### src/rtl/booth_arb_pkg.sv
// Shared FSM state type and sizing helpers for booth_mult_arbiter and its core.
package booth_arb_pkg;

  typedef enum logic [1:0] {
    IDLE = 2'd0,
    BUSY = 2'd1,
    DONE = 2'd2
  } state_t;

  function automatic int id_w(input int n_req);
    return (n_req > 1) ? $clog2(n_req) : 1;
  endfunction

  // The step counter holds W..0: W Booth steps, then one terminal cycle at zero.
  function automatic int cnt_w(input int w);
    return $clog2(w + 1);
  endfunction

endpackage

### src/rtl/booth_radix2_core.sv
// Iterative radix-2 Booth multiplier: one add/sub plus arithmetic shift per step.
// The accumulator is W+1 bits so the most-negative multiplicand cannot overflow it.
module booth_radix2_core #(
  parameter int W = 32
) (
  input  logic           clk,
  input  logic           rst,
  input  logic           load,
  input  logic           step,
  input  logic [W-1:0]   mcand,
  input  logic [W-1:0]   mplier,
  output logic [2*W-1:0] prod
);

  logic [W:0]   acc;
  logic [W:0]   m_ext;
  logic [W:0]   sum;
  logic [W-1:0] q;
  logic         q_m1;

  always_comb begin
    // NOTE: assigning a default before the case keeps this purely combinational (no latch).
    sum = acc;
    case ({q[0], q_m1})
      2'b01:   sum = acc + m_ext;
      2'b10:   sum = acc - m_ext;
      default: sum = acc;
    endcase
  end

  // NOTE: datapath registers are reset as well, so the product reads zero after reset.
  always_ff @(posedge clk or negedge rst) begin
    if (!rst) begin
      acc   <= '0;
      m_ext <= '0;
      q     <= '0;
      q_m1  <= 1'b0;
    end else if (load) begin
      acc   <= '0;
      m_ext <= {mcand[W-1], mcand};
      q     <= mplier;
      q_m1  <= 1'b0;
    end else if (step) begin
      // NOTE: non-blocking updates so every register sees the pre-step values.
      acc   <= {sum[W], sum[W:1]};
      q     <= {sum[0], q[W-1:1]};
      q_m1  <= q[0];
    end
  end

  assign prod = {acc[W-1:0], q};

endmodule

### src/rtl/booth_mult_arbiter.sv
// Shares one radix-2 Booth core among N_REQ requesters; round-robin by default,
// fixed lowest-index priority when BOOTH_ARB_FIXED_PRIO_EN is defined.
module booth_mult_arbiter
  import booth_arb_pkg::*;
#(
  parameter  int W     = 32,
  parameter  int N_REQ = 4,
  localparam int ID_W  = id_w(N_REQ)
) (
  input  logic               clk,
  input  logic               rst,
  input  logic [N_REQ-1:0]   req_valid,
  output logic [N_REQ-1:0]   req_ready,
  input  logic [N_REQ*W-1:0] req_x,
  input  logic [N_REQ*W-1:0] req_y,
  output logic               rsp_valid,
  input  logic               rsp_ready,
  output logic [ID_W-1:0]    rsp_id,
  output logic [2*W-1:0]     rsp_prod
);

  localparam int CNT_W = cnt_w(W);

  state_t           state;
  logic [CNT_W-1:0] cnt;
  logic [ID_W-1:0]  id_q;
  logic [ID_W-1:0]  cand;
  logic [ID_W-1:0]  grant_idx;
  logic             grant_vld;
  logic             accept;
  logic [W-1:0]     sel_x;
  logic [W-1:0]     sel_y;

`ifdef BOOTH_ARB_FIXED_PRIO_EN
  always_comb begin
    cand      = '0;
    grant_vld = 1'b0;
    grant_idx = '0;
    for (int i = N_REQ - 1; i >= 0; i--) begin
      cand = ID_W'(i);
      if (req_valid[cand]) begin
        grant_vld = 1'b1;
        grant_idx = cand;
      end
    end
  end
`else
  logic [ID_W-1:0] ptr;

  // Scan farthest-to-nearest so the first valid index after ptr is the one left standing.
  always_comb begin
    cand      = '0;
    grant_vld = 1'b0;
    grant_idx = '0;
    for (int k = N_REQ; k >= 1; k--) begin
      cand = ID_W'((int'(ptr) + k) % N_REQ);
      if (req_valid[cand]) begin
        grant_vld = 1'b1;
        grant_idx = cand;
      end
    end
  end

  always_ff @(posedge clk or negedge rst) begin
    if (!rst)        ptr <= ID_W'(N_REQ - 1);
    else if (accept) ptr <= grant_idx;
  end
`endif

  // Gated by rst so no requester sees a grant while the block is held in reset.
  assign accept = rst && (state == IDLE) && grant_vld;

  always_comb begin
    req_ready = '0;
    sel_x     = '0;
    sel_y     = '0;
    if (accept) req_ready[grant_idx] = 1'b1;
    for (int i = 0; i < N_REQ; i++) begin
      if (grant_idx == ID_W'(i)) begin
        sel_x = req_x[i*W +: W];
        sel_y = req_y[i*W +: W];
      end
    end
  end

  always_ff @(posedge clk or negedge rst) begin
    if (!rst) begin
      state <= IDLE;
      cnt   <= '0;
      id_q  <= '0;
    end else begin
      case (state)
        IDLE: if (accept) begin
          state <= BUSY;
          cnt   <= CNT_W'(W);
          id_q  <= grant_idx;
        end
        BUSY: if (cnt == '0) state <= DONE;
              else           cnt   <= cnt - 1'b1;
        DONE: if (rsp_ready) state <= IDLE;
        default: state <= IDLE;
      endcase
    end
  end

  booth_radix2_core #(.W(W)) u_core (
    .clk    (clk),
    .rst    (rst),
    .load   (accept),
    .step   ((state == BUSY) && (cnt != '0)),
    .mcand  (sel_x),
    .mplier (sel_y),
    .prod   (rsp_prod)
  );

  assign rsp_valid = (state == DONE);
  assign rsp_id    = id_q;

endmodule

### config.mk
export PLATFORM = sky130hd
export DESIGN_NAME = booth_mult_arbiter
export DESIGN_NICKNAME = d
export VERILOG_FILES = /design/src/rtl/booth_arb_pkg.sv /design/src/rtl/booth_radix2_core.sv /design/src/rtl/booth_mult_arbiter.sv
export SDC_FILE = /design/constraint.sdc
export NUM_CORES = 1
export LEC_CHECK = 0
export BUFFER_PORTS_ARGS = -buffer_cell sky130_fd_sc_hd__buf_4
export CAP_MARGIN = 20
export CORE_ASPECT_RATIO = 0.5
export CORE_MARGIN = 3
export CORE_UTILIZATION = 51
export DETAILED_ROUTE_END_ITERATION = 16
export PLACE_DENSITY = 0.86
export SLEW_MARGIN = 20
export SYNTH_ARGS = -nofsm -noshare
export SYNTH_HDL_FRONTEND = slang
export SYNTH_SLANG_ARGS = --single-unit
### constraint.sdc
create_clock -name clk -period 4.9 [get_ports clk]
set_input_delay 1.225 -clock clk [delete_from_list [all_inputs] [get_ports clk]]
set_output_delay 1.225 -clock clk [all_outputs]
set_load 0.02 [all_outputs]
# Yosys cells after proc, flatten, opt, wreduce, memory -nomap -nowiden
# Cells that the tools add are included.
[word_totals] romBits=0 output_inout_bits=71 ram_bits=0 latchBits=0 n_memories=0 word_cells=86 regBits=110
[classes] add_sub_neg=7 shift=0 div_mod_pow=0 n_mux=41 n_mul=0 magnitude_cmp=6 bitwise_logic=0 reduce_logical=13 n_eq_ne=11
[op_table] operator="$mux W32" n=10
[op_table] operator="$mux W33" n=2
[op_table] operator="$pmux W33 S2" n=1
[op_table] operator="$add A33 B33 Y33" n=1
[op_table] operator="$sub A33 B33 Y33" n=1
[op_table] operator="$lt A2 B3 Y1 const B" n=5
[op_table] operator="$mux W2" n=7
[op_table] operator="$mux W6" n=2
[op_table] operator="$pmux W6 S2" n=1
[op_table] operator="$mux W1" n=11
[op_table] operator="$bmux W1 S2" n=4
[op_table] operator="$eq A2 B2 Y1 const B" n=4
[op_table] operator="$eq A2 B1 Y1 const B" n=3
[op_table] operator="$logic_not A6 Y1" n=1
[op_table] operator="$ne A2 B2 Y1 const B" n=3
[op_table] operator="$pmux W2 S3" n=1
[op_table] operator="$reduce_and A3 Y1" n=2
[op_table] operator="$reduce_bool A6 Y1" n=1
[op_table] operator="$sub A6 B1 Y6 const B" n=1
[op_table] operator="$add A2 B1 Y2 const B" n=2
[op_table] operator="$add A2 B2 Y2 const B" n=2
[op_table] operator="$logic_and A1 B1 Y1" n=4
[op_table] operator="$logic_not A2 Y1" n=2
[op_table] operator="$mux W4" n=1
[op_table] operator="other kinds (5)" n=6

# Longest topological paths before layout
[logic_depth] ltp_word=13 mapped_depth=19 depth_no_buf=19

# Cells and area by module
# A second synthesis with hierarchy kept.
[unflattened] hier_cells=1034 hier_area_um2=9581.7
[by_module_without_submodules] mod="booth_radix2_core" cells_each=738 instances=1 area_per_inst_um2=6580.1
[by_module_without_submodules] mod="booth_mult_arbiter" cells_each=296 instances=1 area_per_inst_um2=3001.6

# Least setup slack after synthesis
# OpenSTA, ideal clock, no wires.
[synth_timing] kind="in2out" start="input req_valid[3]" end="output req_ready[0]" stages=6 required_time_ps=3675 path_buffers=2 arrival_time_ps=2890 setup_slack_ps=785 path_cell_list="nor2b_1 > o21a_1 > nor3_1 > clkbuf_1 > buf_1 > and3_1"
[synth_between] elab_chain_len=11
[synth_rtl] item="start: declaration" line="booth_mult_arbiter.sv:12" rtl="input logic [N_REQ-1:0] req_valid,"
[synth_rtl] item="$bmux W1 S2" line="booth_mult_arbiter.sv:57" rtl="if (req_valid[cand]) begin"
[synth_rtl] item="$mux W1 (not written as such)" line="booth_mult_arbiter.sv:57"
[synth_rtl] item="$mux W2 (4 in series)" line="booth_mult_arbiter.sv:57"
[synth_rtl] item="$lt A2 B3 Y1 (not written as such) or $ge A2 B1 Y1 (tied branches)" line="booth_mult_arbiter.sv:77" rtl="if (accept) req_ready[grant_idx] = 1'b1;"
[synth_rtl] item="$logic_and A1 B1 Y1 (not written as such)" line="booth_mult_arbiter.sv:77"
[synth_rtl] item="$mux W1 (not written as such)" line="booth_mult_arbiter.sv:77"
[synth_rtl] item="$demux W1 S2" line="booth_mult_arbiter.sv:77"
[synth_rtl] item="$mux W4 (*)" line="booth_mult_arbiter.sv:77"
[synth_rtl] item="end: declaration" line="booth_mult_arbiter.sv:13" rtl="output logic [N_REQ-1:0] req_ready,"
# Mark *: on every way between the ends. The rest lies on a longest branch, timed or not. The select of a mux whose other input is x is not followed.

# Worst setup path after layout
[layout_timing] start="register u_core.m_ext[2]" end="register u_core.acc[30]"
[layout_between] elab_chain_len=4
[layout_rtl] item="start: declaration" line="booth_radix2_core.sv:16" rtl="logic [W:0] m_ext;"
[layout_rtl] item="start signal: assignment" line="booth_radix2_core.sv:40" rtl="m_ext <= {mcand[W-1], mcand};"
[layout_rtl] item="$sub A33 B33 Y33 or $add A33 B33 Y33 (tied branches)" line="booth_radix2_core.sv:26, booth_radix2_core.sv:25"
[layout_rtl] item="$pmux W33 S2 (*)" line="booth_radix2_core.sv:24" rtl="case ({q[0], q_m1})"
[layout_rtl] item="$mux W33 (*)" line="booth_radix2_core.sv:43" rtl="end else if (step) begin"
[layout_rtl] item="$mux W33 (*)" line="booth_radix2_core.sv:38" rtl="end else if (load) begin"
[layout_rtl] item="end signal: assignment" line="booth_radix2_core.sv:45" rtl="acc <= {sum[W], sum[W:1]};"
[layout_rtl] item="end: declaration" line="booth_radix2_core.sv:15" rtl="logic [W:0] acc;"
# Marked as above.
# A chain may end at the register's enable or synchronous reset.

==> flow_summary.yaml <==
status:
  outcome: "complete, no violations"
critical_path:
  slowest_stage: "or4_1"
  setup.worst_path.class: "reg -> reg"
  path_common_cell: "nand2_1"
  crit_family: "simple AND/OR/NAND/NOR gates"
  worstRegToRegCells: 19
  r2r_end: "u_core.acc[30]"
  worst_setup_path_end_kind: "flip-flop"
  cp_slowest_stage_delay_ns: 0.59
  crit_chain: "or4_1, nor4_1, buf_4, nand2_1, nor2_1, nand2_1, nor2_1, a21oi_1, xnor2_1, ha_1, nand2_1, nor2b_1, and4_1, nand3_1, a211oi_1, o311ai_0, a21oi_1, mux2i_1, nand2_1"
  worst-path-buf-inv: 1
  rrSetupSlack_ns: 0.29
  r2r_start: "u_core.m_ext[2]"
  crit_required_ns: 5.15
  worstPathArrival_ns: 4.86
  worst-path-max-fanout: 6
  worstSetupStartpointType: "flip-flop"
sta:
  rsz0062_at_grt: "false"
  setup-tns-final_ns: 0
  max_freq_ghz: 0.217
  tightest_slew_ns: 1.02
  maxSlewViolCount: 0
  finalCritPeriodShare_pct: 94.0
  hold_viol: 0
  setup_viol: 0
  period_needed_ns: 4.61
  maxSlewHeadroom_pct: 31.4
  finalClockSkew_ns: 0.0124
clocking:
  clock_sinks: 109
  clk_latency_ns: 0.36
  post_cts_resized: 0
  clockBufferDepth: 2
  cts_inserted_buffers: 9
  path_clk_slew_ns: 0.08
  cts-root-buf: "clkbuf_16"
  cts_hold_buf: 0
  post_cts_buffers: 0
  cts_max_level: 3
  tritoncts: "done"
global_routing:
  grt_antenna_before_repair: 0
  grt_pass1_vias: 9808
  grt_pass1_wl_um: 50300
  grt_max_degree: 93
  overflow: 0
  track_usage_pct: 31.7
route:
  first_iter_violations: 803
  post_drt_via_cell_ratio: 5.86
  drc: 0
  drt-wirelength-per-cell_um: 17.9
  drt_wl_total_um: 31800
  first_pass_iters: 5
  vias: 10400
  postRouteAntennaNets: 0
die:
  die_y_um: 99.8
  fp.coreArea_um2: 16800
  num_io_pins: 334
  start_util_pct: 53.4
  dieArea_um2: 19300
  die_w_um: 194
  rows: 33
run:
  maxCapViolations: 0
layout:
  most-common-layout-cells: "348 x buf_4, 342 x nand2_1, 107 x dfrtp_1"
  instances_no_fill: 1779
  insertedDiodeCount: 0
  final_common_cell: "buf_4"
  area_growth_pct: 32.4
  drive_gt1_share_pct: 24.4
  fill_cells: 1411
  fin_nets: 1847
  fin_util_pct: 70.8
pwr:
  p_total_w: 0.0100
  power_density_nw_per_um2: 845
  ir_drop_uv: 440
  leakagePower_nw: 5.71
yosys:
  yosys_warnings: 0
  synth_edf_count: 0
  synth-async-reset-ratio_pct: 100
  synth_fp_nets: 1577
  netlist_area_um2: 8980
  seq_area_frac_synth_pct: 30.4
  synth.avg_cell_area_um2: 7.03
  synth.distinct_cells: 54
  ys.flop_type: "dfrtp_1"
  synthCells: 1277
  ys_ff_latch: 109
place:
  placed_cells: 1763
  port_buffers: 333
  hpwl_um: 24500
  gp_congestion: 1.02
worst_hold_path:
  hold_path_end: "rsp_id[1]"
  hold_start: "rsp_id[1]"
  min-delay-path-class: "reg -> reg"
  hold_path_depth: 2
-- registers in the layout, summed over array words and instances, names as in the netlist --
name / cells
u_core.acc: 32
u_core.m_ext: 32
u_core.q: 32
cnt: 6
ptr: 2
rsp_id: 2
state: 2
u_core.q_m1: 1
-- layout make-up --
class / count / area [µm²] / share of cell area (%)
Inverter: 19 / 71.3 / 0.600
Sequential cell: 109 / 2730 / 23.0
Clock buffer: 9 / 225 / 1.89
Timing Repair Buffer: 348 / 2610 / 22.0
Tap cell: 227 / 284 / 2.39
Clock inverter: 7 / 68.8 / 0.579
Multi-Input combinational cell: 1060 / 5900 / 49.6
-- worst register-to-register path, cell delays in order, from the launching register on --
cell and delay [ns]:
dfrtp_1 0.45, or4_1 0.59, nor4_1 0.27, buf_4 0.17, nand2_1 0.08, nor2_1 0.24
nand2_1 0.08, nor2_1 0.22, a21oi_1 0.12, xnor2_1 0.17, ha_1 0.40, nand2_1 0.10
nor2b_1 0.16, and4_1 0.25, nand3_1 0.10, a211oi_1 0.38, o311ai_0 0.23, a21oi_1 0.21
mux2i_1 0.20, nand2_1 0.07
-- synthesized netlist by cell type, types with 5 or more instances --
cell type,count,area share (%)
nor3_1,17,0.95
a21oi_1,68,3.8
a211oi_1,38,3.2
a31oi_1,62,4.3
or3_1,5,0.35
a311oi_1,5,0.49
and2_1,33,2.3
and3_1,9,0.63
o211ai_1,14,1.2
inv_1,19,0.79
o21a_1,9,0.75
ha_1,36,5.0
o21ai_0,95,5.3
clkbuf_1,71,3.0
o21bai_1,5,0.42
nor2_1,100,4.2
buf_1,18,0.75
nand2b_1,11,0.77
dfrtp_1,107,30
xor2_1,16,1.6
xnor2_1,45,4.4
nor2b_1,6,0.42
a21o_1,10,0.84
nand3_1,82,4.6
nand2_1,342,14
mux2i_1,11,1.2
-- per-stage QoR --
stage                     area, µm²  setup WS, ns  hold slack, ns
after floorplan                8980         0.785           0.468
after global placement        11600         0.589           0.466
after detailed placement      11600         0.451           0.477
after CTS                     11900         0.413           0.496
after global routing          11900        0.0619           0.538
final                         11900         0.294           0.490
-- worst max path at each step --
stage	start	end	depth (start not counted)
final	u_core.m_ext[2]	u_core.acc[30]	19
after global routing	u_core.m_ext[2]	u_core.acc[30]	19
after CTS	u_core.m_ext[2]	u_core.acc[30]	19
after detailed placement	u_core.m_ext[3]	u_core.acc[30]	19
after global placement	u_core.m_ext[2]	u_core.acc[29]	16
after floorplan	req_valid[3]	req_ready[0]	6
-- where the power goes --
group	internal (W)	total [W]	switching, W
combinational	0.00298	0.00739	0.00440
clock	0.000358	0.000740	0.000383
sequential	0.00139	0.00192	0.000529
-- per-layer routing --
metal / GRT usage, % / wire length [µm]
met1: 40.6 / 13000
met5: 0 / 0
met4: 10.7 / 1080
met2: 55.3 / 15500
met3: 5.53 / 2190
-- logic make-up (layout without fill, tap and decap cells) --
| kind of cell | Yosys count | after routing | synth area share [%] |
|---|---|---|---|
| buffers and inverters | 108 | 383 | 4.51 |
| adders and majority gates | 37 | 37 | 5.24 |
| xor gates and xnor gates | 61 | 61 | 5.95 |
| muxes | 11 | 11 | 1.23 |
| and+or+nand+nor | 620 | 620 | 29.9 |
| DFF | 109 | 109 | 30.4 |
| AOI/OAI and AO/OA | 331 | 331 | 22.8 |
Power figures use the tool's default switching activity.
